$ cat src/rtl/l2_mem_arbiter.sv
// l2_mem_arbiter: shares one line-wide memory port between the instruction-side
// (I) and data-side (D) L2 caches. One transaction in flight at a time, granted
// round-robin (or D-first when FIXED_D_PRIO is set) and run to completion.
module l2_mem_arbiter #(
  parameter int ADDR_W       = 28,
  parameter int DATA_W       = 128,
  parameter bit FIXED_D_PRIO = 1'b0
) (
  input  logic              clk,
  input  logic              proc_reset,
  input  logic              i_read,
  input  logic              i_write,
  input  logic [ADDR_W-1:0] i_addr,
  input  logic [DATA_W-1:0] i_wdata,
  output logic [DATA_W-1:0] i_rdata,
  output logic              i_ready,
  input  logic              d_read,
  input  logic              d_write,
  input  logic [ADDR_W-1:0] d_addr,
  input  logic [DATA_W-1:0] d_wdata,
  output logic [DATA_W-1:0] d_rdata,
  output logic              d_ready,
  output logic              mem_read,
  output logic              mem_write,
  output logic [ADDR_W-1:0] mem_addr,
  output logic [DATA_W-1:0] mem_wdata,
  input  logic [DATA_W-1:0] mem_rdata,
  input  logic              mem_ready
);

  typedef enum logic {S_IDLE = 1'b0, S_BUSY = 1'b1} state_t;

  typedef struct packed {
    logic              rd;
    logic              wr;
    logic [ADDR_W-1:0] addr;
    logic [DATA_W-1:0] wdata;
  } req_t;

  state_t            state, state_nxt;
  logic              grant, grant_nxt;   // 0 = I, 1 = D
  logic              last, last_nxt;     // last port served
  logic              mem_read_nxt, mem_write_nxt;
  logic [ADDR_W-1:0] mem_addr_nxt;
  logic [DATA_W-1:0] mem_wdata_nxt;

  req_t req_i, req_d, win;
  logic i_req, d_req, pick_d;

  assign req_i = '{rd: i_read, wr: i_write, addr: i_addr, wdata: i_wdata};
  assign req_d = '{rd: d_read, wr: d_write, addr: d_addr, wdata: d_wdata};
  assign i_req = i_read | i_write;
  assign d_req = d_read | d_write;

  // Winner select: on contention either D always, or whichever port was not served last
  always_comb begin
    pick_d = d_req;
    if (i_req && d_req) pick_d = FIXED_D_PRIO ? 1'b1 : ~last;
    win = pick_d ? req_d : req_i;
  end

  // Next-state and registered memory-side outputs; everything holds by default
  always_comb begin
    state_nxt     = state;
    grant_nxt     = grant;
    last_nxt      = last;
    mem_read_nxt  = mem_read;
    mem_write_nxt = mem_write;
    mem_addr_nxt  = mem_addr;
    mem_wdata_nxt = mem_wdata;
    case (state)
      S_IDLE: begin
        if (i_req || d_req) begin
          state_nxt     = S_BUSY;
          grant_nxt     = pick_d;
          // a port asserting both read and write is treated as a write
          mem_write_nxt = win.wr;
          mem_read_nxt  = win.rd & ~win.wr;
          mem_addr_nxt  = win.addr;
          mem_wdata_nxt = win.wdata;
        end
      end
      S_BUSY: begin
        if (mem_ready) begin
          state_nxt     = S_IDLE;
          last_nxt      = grant;
          mem_read_nxt  = 1'b0;
          mem_write_nxt = 1'b0;
        end
      end
      default: state_nxt = S_IDLE;
    endcase
  end

  // State and memory-port registers; reset abandons any in-flight access
  always_ff @(posedge clk or posedge proc_reset) begin
    if (proc_reset) begin
      state     <= S_IDLE;
      grant     <= 1'b0;
      last      <= 1'b1;   // so I wins the first contention
      mem_read  <= 1'b0;
      mem_write <= 1'b0;
      mem_addr  <= '0;
      mem_wdata <= '0;
    end else begin
      state     <= state_nxt;
      grant     <= grant_nxt;
      last      <= last_nxt;
      mem_read  <= mem_read_nxt;
      mem_write <= mem_write_nxt;
      mem_addr  <= mem_addr_nxt;
      mem_wdata <= mem_wdata_nxt;
    end
  end

  // Completion is passed straight through to the granted port only
  assign i_ready = mem_ready & (state == S_BUSY) & ~grant;
  assign d_ready = mem_ready & (state == S_BUSY) &  grant;
  assign i_rdata = mem_rdata;
  assign d_rdata = mem_rdata;

endmodule
$ cat config.mk
export PLATFORM = sky130hd
export DESIGN_NAME = l2_mem_arbiter
export DESIGN_NICKNAME = d
export VERILOG_FILES = /design/src/rtl/l2_mem_arbiter.sv
export SDC_FILE = /design/constraint.sdc
export NUM_CORES = 1
export LEC_CHECK = 0
export CORE_AREA = 2 2 338 340
export DETAILED_ROUTE_END_ITERATION = 8
export DIE_AREA = 0 0 340 342
export REMOVE_ABC_BUFFERS = 1
export SYNTH_ARGS = -nofsm -noshare
export SYNTH_HDL_FRONTEND = slang
export SYNTH_SLANG_ARGS = --single-unit
$ cat constraint.sdc
create_clock -name clk -period 9.8 [get_ports clk]
set_input_delay 1.47 -clock clk [delete_from_list [all_inputs] [get_ports clk]]
set_output_delay 1.47 -clock clk [all_outputs]
set_load 0.03 [all_outputs]
==> impl_metrics.py, run 1 <==
metrics = {
    "grt": {
        "first_global_vias": 9191,
        "grt_antenna_before_repair": 6,
        "grt_usage_pct": 15.1,
        "grt_first_pass_wirelength_um": 111000,
        "grt_max_degree": 76,
        "grt_overflow": 0,
    },
    "critical_path": {
        "arrival_ps": 2860,
        "r2r-start": "last",
        "required_ps": 8330,
        "cp_max_fo": 5,
        "crit_type": "in2out",
        "worst_setup_path_end_kind": "output pin",
        "start_kind": "primary input",
        "worst_path_most_repeated_cell": "clkdlybuf4s50_1",
        "startpoint": "mem_ready",
        "critPathMaxStageDelay_ps": 670,
        "cp_top_family": "buffers and inverters",
        "cp_num_buf_inv": 2,
        "cp_slowest_cell": "clkdlybuf4s50_1",
        "critical_path.cell_chain": "clkdlybuf4s50_1 -> nand2_1 -> nor2_1 -> clkdlybuf4s50_1",
    },
    "drt": {
        "first_iter_violations": 510,
        "avgViaCountPerCell": 3.26,
        "drc": 0,
        "wirelength_um": 88900,
        "ant_nets": 0,
        "routedWlPerCell_um": 31.3,
        "firstDrtPassIters": 4,
        "vias": 9249,
    },
    "finish": {
        "final_cell_mix": "478 x clkdlybuf4s50_1, 313 x a21oi_1, 160 x dfrtp_1",
        "syn_to_final_growth_pct": 55.0,
        "drive_gt1_share_pct": 3.77,
        "nNetsFinal": 1761,
        "final_common_cell": "clkdlybuf4s50_1",
        "antennaDiodeCount": 0,
        "fin_util_pct": 12.6,
    },
    "timing": {
        "fin_tns_setup_ps": 0,
        "worst_pin_slew_ps": 937,
        "layout_min_cycle_time_ps": 4330,
        "setup_viol": 0,
        "skew_ps": 14.0,
        "slew_headroom_pct": 37.4,
        "drv_slew": 0,
        "whs_ps": 526,
        "clock.fmax_ghz": 0.231,
        "rsz0062_at_grt": "false",
        "period_share_pct": 44.1,
        "finalWorstSetupSlack_ps": 5470,
        "finalHoldViolCount": 0,
    },
    "die": {
        "dieArea_um2": 116000,
        "rows": 124,
        "die_w_um": 340,
        "ioPinCount": 863,
        "die_h_um": 342,
        "core_um2": 113000,
        "start_util_pct": 8.14,
    },
    "cts": {
        "cts_setup_buffers": 0,
        "clock_path_buffers": 2,
        "cts_tree": "yes",
        "clkLatencyLatePin_ps": 490,
        "clock_sinks": 161,
        "cts.clk_slew.worst_paths_ps": 80,
        "clock-root-buffer": "clkbuf_16",
        "cts_resized": 0,
        "cts_hold_buf": 0,
        "cts_max_level": 4,
        "cts-buffers-inserted": 17,
    },
    "hold_path": {
        "min_from": "grant",
        "min_path_type": "reg2reg",
    },
    "place": {
        "hpwl_um": 70000,
        "io_buffers": 478,
        "gp_congestion": 0.755,
        "preCtsSetupSlack_ps": 5470,
    },
    "synth": {
        "ys_warn_count": 0,
        "synth_area_per_cell_um2": 8.14,
        "ys_seq_area_share_pct": 43.8,
        "synth_cell_type_count": 22,
        "synth_area_um2": 9210,
        "ys_ff_latch": 161,
        "syn_inst": 1132,
    },
    "power_and_ir_drop": {
        "vdd_drop_max_v": 0.000120,
        "p_leak_uw": 0.00519,
        "powerDensity_nw_per_um2": 200,
        "power.total_uw": 2860,
    },
    "status": {
        "outcome": "complete, no violations",
    },
    "flow_run": {
        "maxCapViolCount": 0,
    },
}
## power by group
group | switching [uW] | internal [uW] | total, uW
Sequential | 102 | 815 | 917
Combinational | 763 | 472 | 1240
Clock | 367 | 342 | 709
## synth_stat cells, drive strengths merged
| library cell | number | share of area (%) |
|---|---|---|
| dfstp | 1 | 0.29 |
| dfrtp | 160 | 43 |
| nand2b | 2 | 0.14 |
| nor2b | 1 | 0.068 |
| a21oi | 313 | 17 |
| nor2 | 158 | 6.4 |
| inv | 2 | 0.082 |
| buf | 290 | 24 |
| a211o | 1 | 0.095 |
| o21a | 2 | 0.16 |
| a31o | 1 | 0.095 |
| o21ai | 4 | 0.22 |
| and3 | 1 | 0.068 |
| a21o | 1 | 0.082 |
| clkbuf | 35 | 1.4 |
| nand2 | 158 | 6.4 |
| or4 | 1 | 0.12 |
| nand3b | 1 | 0.082 |
## worst register-to-register path, stage by stage, from the launching register on
cell and delay [ps]:
dfstp_2 550, o21ai_0 180, o21ai_4 390, buf_4 760
nand2_1 350, a21oi_1 180
## layout make-up
type,instances,area (um2)
fillers,12900,98800
repair buffers,488,4860
flip-flops and latches,161,4030
multi-input cells,644,2890
well taps,1512,1890
clock buffers,17,425
clock inverters,15,165
inverters,2,15.0
## worst paths after layout
path                                  end  slack (ps)  cells past startpoint
min                                 grant         530                      2
max reg2reg                mem_wdata[108]        7320                      5
max                               i_ready        5470                      4
min in group asynchronous   mem_wdata[81]        1390                      2
min reg2reg                         grant         530                      2
max in group asynchronous   mem_wdata[99]        6550                      4
## per-layer routing
layer / global-route usage, % / vias to the layer above / routed length, um
li1: - / 3795 / -
met1: 16.9 / 4242 / 35400
met2: 17.2 / 1084 / 29500
met3: 16.5 / 99 / 20700
met4: 4.15 / 29 / 1770
met5: 10.4 / - / 1550
## per-stage QoR
stage	area, um2	instances
floorplan	6890	807
detailed placement	13700	2807
finish	14300	2839
CTS	14300	2839
global route	14300	2839
global placement	13700	2807
## sequential cells by signal (all words and copies together), names as in the netlist
name,cells
grant,1
last,1
mem_addr,28
mem_read,1
mem_wdata,128
mem_write,1
state,1
## cells by family (layout without fill, tap and decap cells)
family | count (synthesis) | in the layout | share of synthesized area [%]
buf+inv | 327 | 522 | 25.2
compound gates | 322 | 322 | 17.7
simple gates | 322 | 322 | 13.4
flops | 161 | 161 | 43.8
Note: power is estimated with default switching activity, not from simulation.
==> run 2, diff against run 1 <==
CORE_AREA = 2 2 331 333   (was 2 2 338 340)
DIE_AREA = 0 0 333 335   (was 0 0 340 342)
clock period = 3.6 ns   (was 9.8 ns; I/O delays follow)
==> run 2 against run 1 <==
Net effect: hold slack got worse by 21 ps; combinational power grew to 2.8 times the previous value; sequential power increased to 2.7 times the previous value; critical endpoint is now mem_wdata[26].
==> impl_metrics.py, run 2 (same netlist as run 1, synthesis figures left out) <==
metrics = {
    "status": {
        "outcome": "complete, no violations",
    },
    "power_and_ir_drop": {
        "switching_share_pct": 43.7,
        "power.internal_uw": 4470,
        "p_sw_uw": 3460,
        "p_leak_uw": 0.00524,
        "power.total_uw": 7930,
        "powerDensity_nw_per_um2": 554,
        "vdd_drop_max_v": 0.000212,
        "clockPowerShare_pct": 24.6,
        "combPwrFrac_pct": 43.8,
        "power_frac_seq_pct": 31.6,
    },
    "timing": {
        "slew_headroom_pct": 39.2,
        "rsz0062_at_grt": "false",
        "layout_min_cycle_time_ps": 2520,
        "clock.fmax_ghz": 0.397,
        "setup_viol": 0,
        "fin_tns_setup_ps": 0,
        "drv_slew": 0,
        "period_share_pct": 70.0,
        "finalHoldViolCount": 0,
        "finalWorstSetupSlack_ps": 1080,
        "whs_ps": 505,
        "skew_ps": 24.5,
        "worst_pin_slew_ps": 910,
    },
    "cts": {
        "clock-root-buffer": "clkbuf_16",
        "cts-buffers-inserted": 17,
        "cts_resized": 0,
        "cts.clk_slew.worst_paths_ps": 90,
        "cts_tree": "yes",
        "clock_sinks": 161,
        "cts_hold_buf": 0,
        "cts_max_level": 4,
        "clock_path_buffers": 2,
        "cts_setup_buffers": 0,
        "clkLatencyLatePin_ps": 500,
    },
    "grt": {
        "grt_use_met3_pct": 15.7,
        "grt_first_pass_wirelength_um": 114000,
        "grt_usage_pct": 16.2,
        "grtUsageMet1_pct": 18.8,
        "grt_overflow": 0,
        "gr-max-usage-layer": "met2",
        "grt_max_degree": 93,
        "grt_antenna_before_repair": 5,
        "first_global_vias": 9103,
        "met2_usage_pct": 20.0,
    },
    "place": {
        "preCtsSetupSlack_ps": 792,
        "hpwl_um": 74500,
        "dp_cells": 2714,
        "io_buffers": 478,
        "gp_congestion": 0.773,
    },
    "finish": {
        "final_common_cell": "clkdlybuf4s50_1",
        "nNetsFinal": 1766,
        "regMostFlops": "mem_wdata",
        "syn_to_final_growth_pct": 55.4,
        "largest_reg_flops": 128,
        "drive_gt1_share_pct": 4.13,
        "final_cells": 2751,
        "num-fill-cells": 12500,
        "reg_top3": "mem_wdata: 128 flops, mem_addr: 28 flops",
        "final_cell_mix": "478 x clkdlybuf4s50_1, 313 x a21oi_1, 160 x dfrtp_1",
    },
    "critical_path": {
        "critical_path_depth": 1,
        "critical_path.cell_chain": "clkdlybuf4s50_1",
        "start_kind": "flip-flop",
        "cp_num_buf_inv": 1,
        "crit_end": "mem_wdata[26]",
        "crit_type": "reg2out",
        "worst_setup_path_end_kind": "output pin",
        "rr_worst_depth": 5,
        "critPathMaxStageDelay_ps": 1090,
        "cp_slowest_cell": "clkdlybuf4s50_1",
        "cp_max_fo": 2,
        "r2r-start": "last",
        "reg2reg_slack_ps": 1780,
        "cp_top_family": "buffers and inverters",
        "arrival_ps": 1980,
        "required_ps": 3060,
        "startpoint": "mem_wdata[26]",
        "r2r_end": "mem_wdata[36]",
    },
    "drt": {
        "firstDrtPassIters": 5,
        "ant_nets": 0,
        "first_iter_violations": 577,
        "wirelength_um": 92400,
        "routedWlPerCell_um": 33.6,
        "vias": 9323,
        "avgViaCountPerCell": 3.39,
        "drc": 0,
    },
    "die": {
        "die_h_um": 335,
        "dieArea_um2": 112000,
        "ioPinCount": 863,
        "start_util_pct": 8.52,
        "core_um2": 108000,
        "die_w_um": 333,
        "rows": 121,
    },
    "flow_run": {
        "maxCapViolCount": 0,
    },
    "hold_path": {
        "min_path_type": "in2async",
    },
}
==> run 2: worst min path at each step <==
| stage | start | depth (start not counted) | to |
|---|---|---|---|
| global placement | grant | 2 | grant |
| floorplan | grant | 2 | grant |
| detailed placement | grant | 2 | grant |
| finish | proc_reset | 2 | mem_wdata[115] |
| CTS | proc_reset | 2 | mem_wdata[7] |
| global route | proc_reset | 2 | mem_wdata[7] |
==> run 2: stage by stage <==
stage               utilization, %  instance area, um2
finish                        13.2               14300
CTS                           13.2               14300
global placement              12.7               13700
detailed placement            12.7               13700
global route                  13.2               14300
floorplan                        -                6890
==> run 2: layout make-up <==
| type | instances | area (um2) | area share (%) |
|---|---|---|---|
| clock buffer | 17 | 425 | 2.97 |
| antenna | 5 | 12.5 | 0.0874 |
| clock inverter | 15 | 159 | 1.11 |
| tap | 1414 | 1770 | 12.4 |
| inverter | 2 | 15.0 | 0.105 |
| sequential | 161 | 4030 | 28.2 |
| multi-input combinational | 644 | 2890 | 20.2 |
| timing repair buffer | 493 | 5010 | 35.0 |
==> run 2: power by group through the flow <==
stage	sequential, uW	combinational (uW)	clock [uW]
2_1_floorplan	3280	846	0
3_3_place_gp	2530	3570	0
3_5_place_dp	2540	3570	0
4_1_cts	2520	3580	2030
5_1_grt	2570	3740	2090
6_report	2510	3470	1950
==> run 2: layer usage <==
metal | vias to the layer above | wire (um) | part of all wire (%)
met3 | 91 | 19000 | 21
met2 | 1055 | 33000 | 36
met5 | - | 1390 | 1.5
met4 | 25 | 1290 | 1.4
met1 | 4342 | 37600 | 41
li1 | 3810 | - | -
==> run 3, diff against run 2 <==
clock period = 2.2 ns   (was 3.6 ns; I/O delays follow)
==> run 3 against run 2 <==
Net effect: clock-buffer cell count grew 1; total power grew 67%; clock power grew 70%; setup slack lost 990 ps; wire length grew 0.40%; sequential power grew 64%; critical path depth is the same; via count grew 2.8%; core utilization grew 0.34 points; die area is the same; combinational power grew 68%; critical path type unchanged.
==> impl_metrics.py, run 3 (same netlist as run 1, synthesis figures left out) <==
metrics = {
    "status": {
        "outcome": "complete, no violations",
    },
    "timing": {
        "clock.fmax_ghz": 0.474,
        "period_share_pct": 95.8,
        "rsz0062_at_grt": "false",
        "skew_ps": 35.5,
        "drv_slew": 0,
        "whs_ps": 289,
        "worst_pin_slew_ps": 677,
        "setup_viol": 0,
        "layout_min_cycle_time_ps": 2110,
        "finalHoldViolCount": 0,
        "slew_headroom_pct": 54.7,
    },
    "power_and_ir_drop": {
        "p_sw_uw": 5660,
        "powerDensity_nw_per_um2": 902,
        "vdd_drop_max_v": 0.000463,
        "switching_share_pct": 42.7,
        "p_leak_uw": 0.00554,
        "clockPowerShare_pct": 25.0,
        "combPwrFrac_pct": 44.0,
        "power.internal_uw": 7580,
        "power_frac_seq_pct": 31.0,
    },
    "die": {
        "core_um2": 108000,
        "ioPinCount": 863,
        "die_h_um": 335,
        "dieArea_um2": 112000,
        "start_util_pct": 8.52,
        "die_w_um": 333,
        "rows": 121,
    },
    "critical_path": {
        "start_kind": "flip-flop",
        "cp_top_family": "buffers and inverters",
        "arrival_ps": 1780,
        "r2r-start": "last",
        "rr_worst_depth": 7,
        "cp_num_buf_inv": 1,
        "r2r_end": "mem_addr[0]",
        "critPathMaxStageDelay_ps": 930,
        "critical_path.cell_chain": "clkdlybuf4s50_1",
        "reg2reg_slack_ps": 420,
        "crit_type": "reg2out",
        "cp_slowest_cell": "clkdlybuf4s50_1",
        "required_ps": 1870,
        "cp_max_fo": 2,
        "worst_setup_path_end_kind": "output pin",
    },
    "place": {
        "hpwl_um": 76100,
        "io_buffers": 478,
        "gp_congestion": 0.783,
    },
    "finish": {
        "largest_reg_flops": 128,
        "reg_top3": "mem_wdata: 128 flops, mem_addr: 28 flops",
        "drive_gt1_share_pct": 9.58,
        "regMostFlops": "mem_wdata",
        "fin_util_pct": 13.6,
        "final_cell_mix": "445 x clkdlybuf4s50_1, 313 x a21oi_1, 160 x dfrtp_1",
        "final_common_cell": "clkdlybuf4s50_1",
        "nNetsFinal": 1812,
        "syn_to_final_growth_pct": 59.4,
    },
    "cts": {
        "cts_hold_buf": 0,
        "clock_path_buffers": 2,
        "cts_resized": 2,
        "clock_sinks": 161,
        "cts_setup_buffers": 0,
        "cts-buffers-inserted": 17,
        "cts_tree": "yes",
        "clkLatencyLatePin_ps": 510,
        "cts_max_level": 4,
        "clock-root-buffer": "clkbuf_16",
        "cts.clk_slew.worst_paths_ps": 100,
    },
    "grt": {
        "gr-max-usage-layer": "met2",
        "grt_max_degree": 74,
        "grtUsageMet1_pct": 18.3,
        "grt_overflow": 0,
        "first_global_vias": 9366,
        "grt_antenna_before_repair": 6,
        "grt_usage_pct": 16.3,
        "met2_usage_pct": 20.4,
        "grt_use_met3_pct": 16.1,
        "grt_first_pass_wirelength_um": 114000,
    },
    "hold_path": {
        "min_path_type": "in2async",
    },
    "drt": {
        "avgViaCountPerCell": 3.42,
        "first_iter_violations": 559,
        "drc": 0,
        "firstDrtPassIters": 4,
        "routedWlPerCell_um": 33.1,
        "vias": 9581,
        "wirelength_um": 92700,
        "ant_nets": 0,
    },
    "flow_run": {
        "maxCapViolCount": 0,
    },
}
-- run 3: layer usage --
metal | wire, um | vias up | share of wire (%)
met3 | 19300 | 92 | 21
met5 | 1550 | - | 1.7
li1 | - | 3914 | -
met2 | 33400 | 1125 | 36
met1 | 37100 | 4422 | 40
met4 | 1440 | 28 | 1.5
-- run 3: worst max-delay path by stage --
stage | from | to | slack (ps) | cells past startpoint
floorplan | i_read | mem_write | -3940 | 4
global placement | i_read | mem_wdata[85] | 20 | 7
detailed placement | i_read | mem_wdata[50] | -30 | 7
CTS | mem_wdata[89] | mem_wdata[89] | 40 | 1
global route | mem_wdata[74] | mem_wdata[74] | 30 | 1
finish | mem_addr[2] | mem_addr[2] | 90 | 1
-- run 3: layout make-up --
cell class / count / area (um2)
antenna: 6 / 15.0
timing repair buffer: 539 / 5360
multi-input combinational: 644 / 2890
tap: 1414 / 1770
fill: 12400 / 93400
sequential: 161 / 4030
clock buffer: 18 / 439
clock inverter: 14 / 163
inverter: 2 / 15.0
-- run 3: worst reg2reg max path: cells and delay by family (launching register included) --
kind	cells	cell delay [ps]
flops	1	550
compound gates	3	360
buf+inv	3	740
simple gates	1	60
-- run 3: power by group through the flow --
stage	logic (uW)	clock network (uW)	registers, uW
after detailed placement	6000	0	4160
after global placement	5990	0	4150
after CTS	6020	3450	4130
after floorplan	1380	0	5370
final	5820	3310	4110
after global routing	6280	3550	4200
-- run 3: through the flow --
stage / instances / setup TNS [ps] / instance area [um2] / setup slack (ps) / total power [uW]
after floorplan: 807 / -981820 / 6890 / -3940 / 6750
after CTS: 2792 / 0 / 14700 / 35.7 / 13600
after detailed placement: 2760 / -53.6 / 14100 / -30.2 / 10200
final: 2798 / 0 / 14700 / 91.7 / 13200
after global routing: 2792 / 0 / 14700 / 32.0 / 14000
after global placement: 2760 / 0 / 14100 / 17.5 / 10100
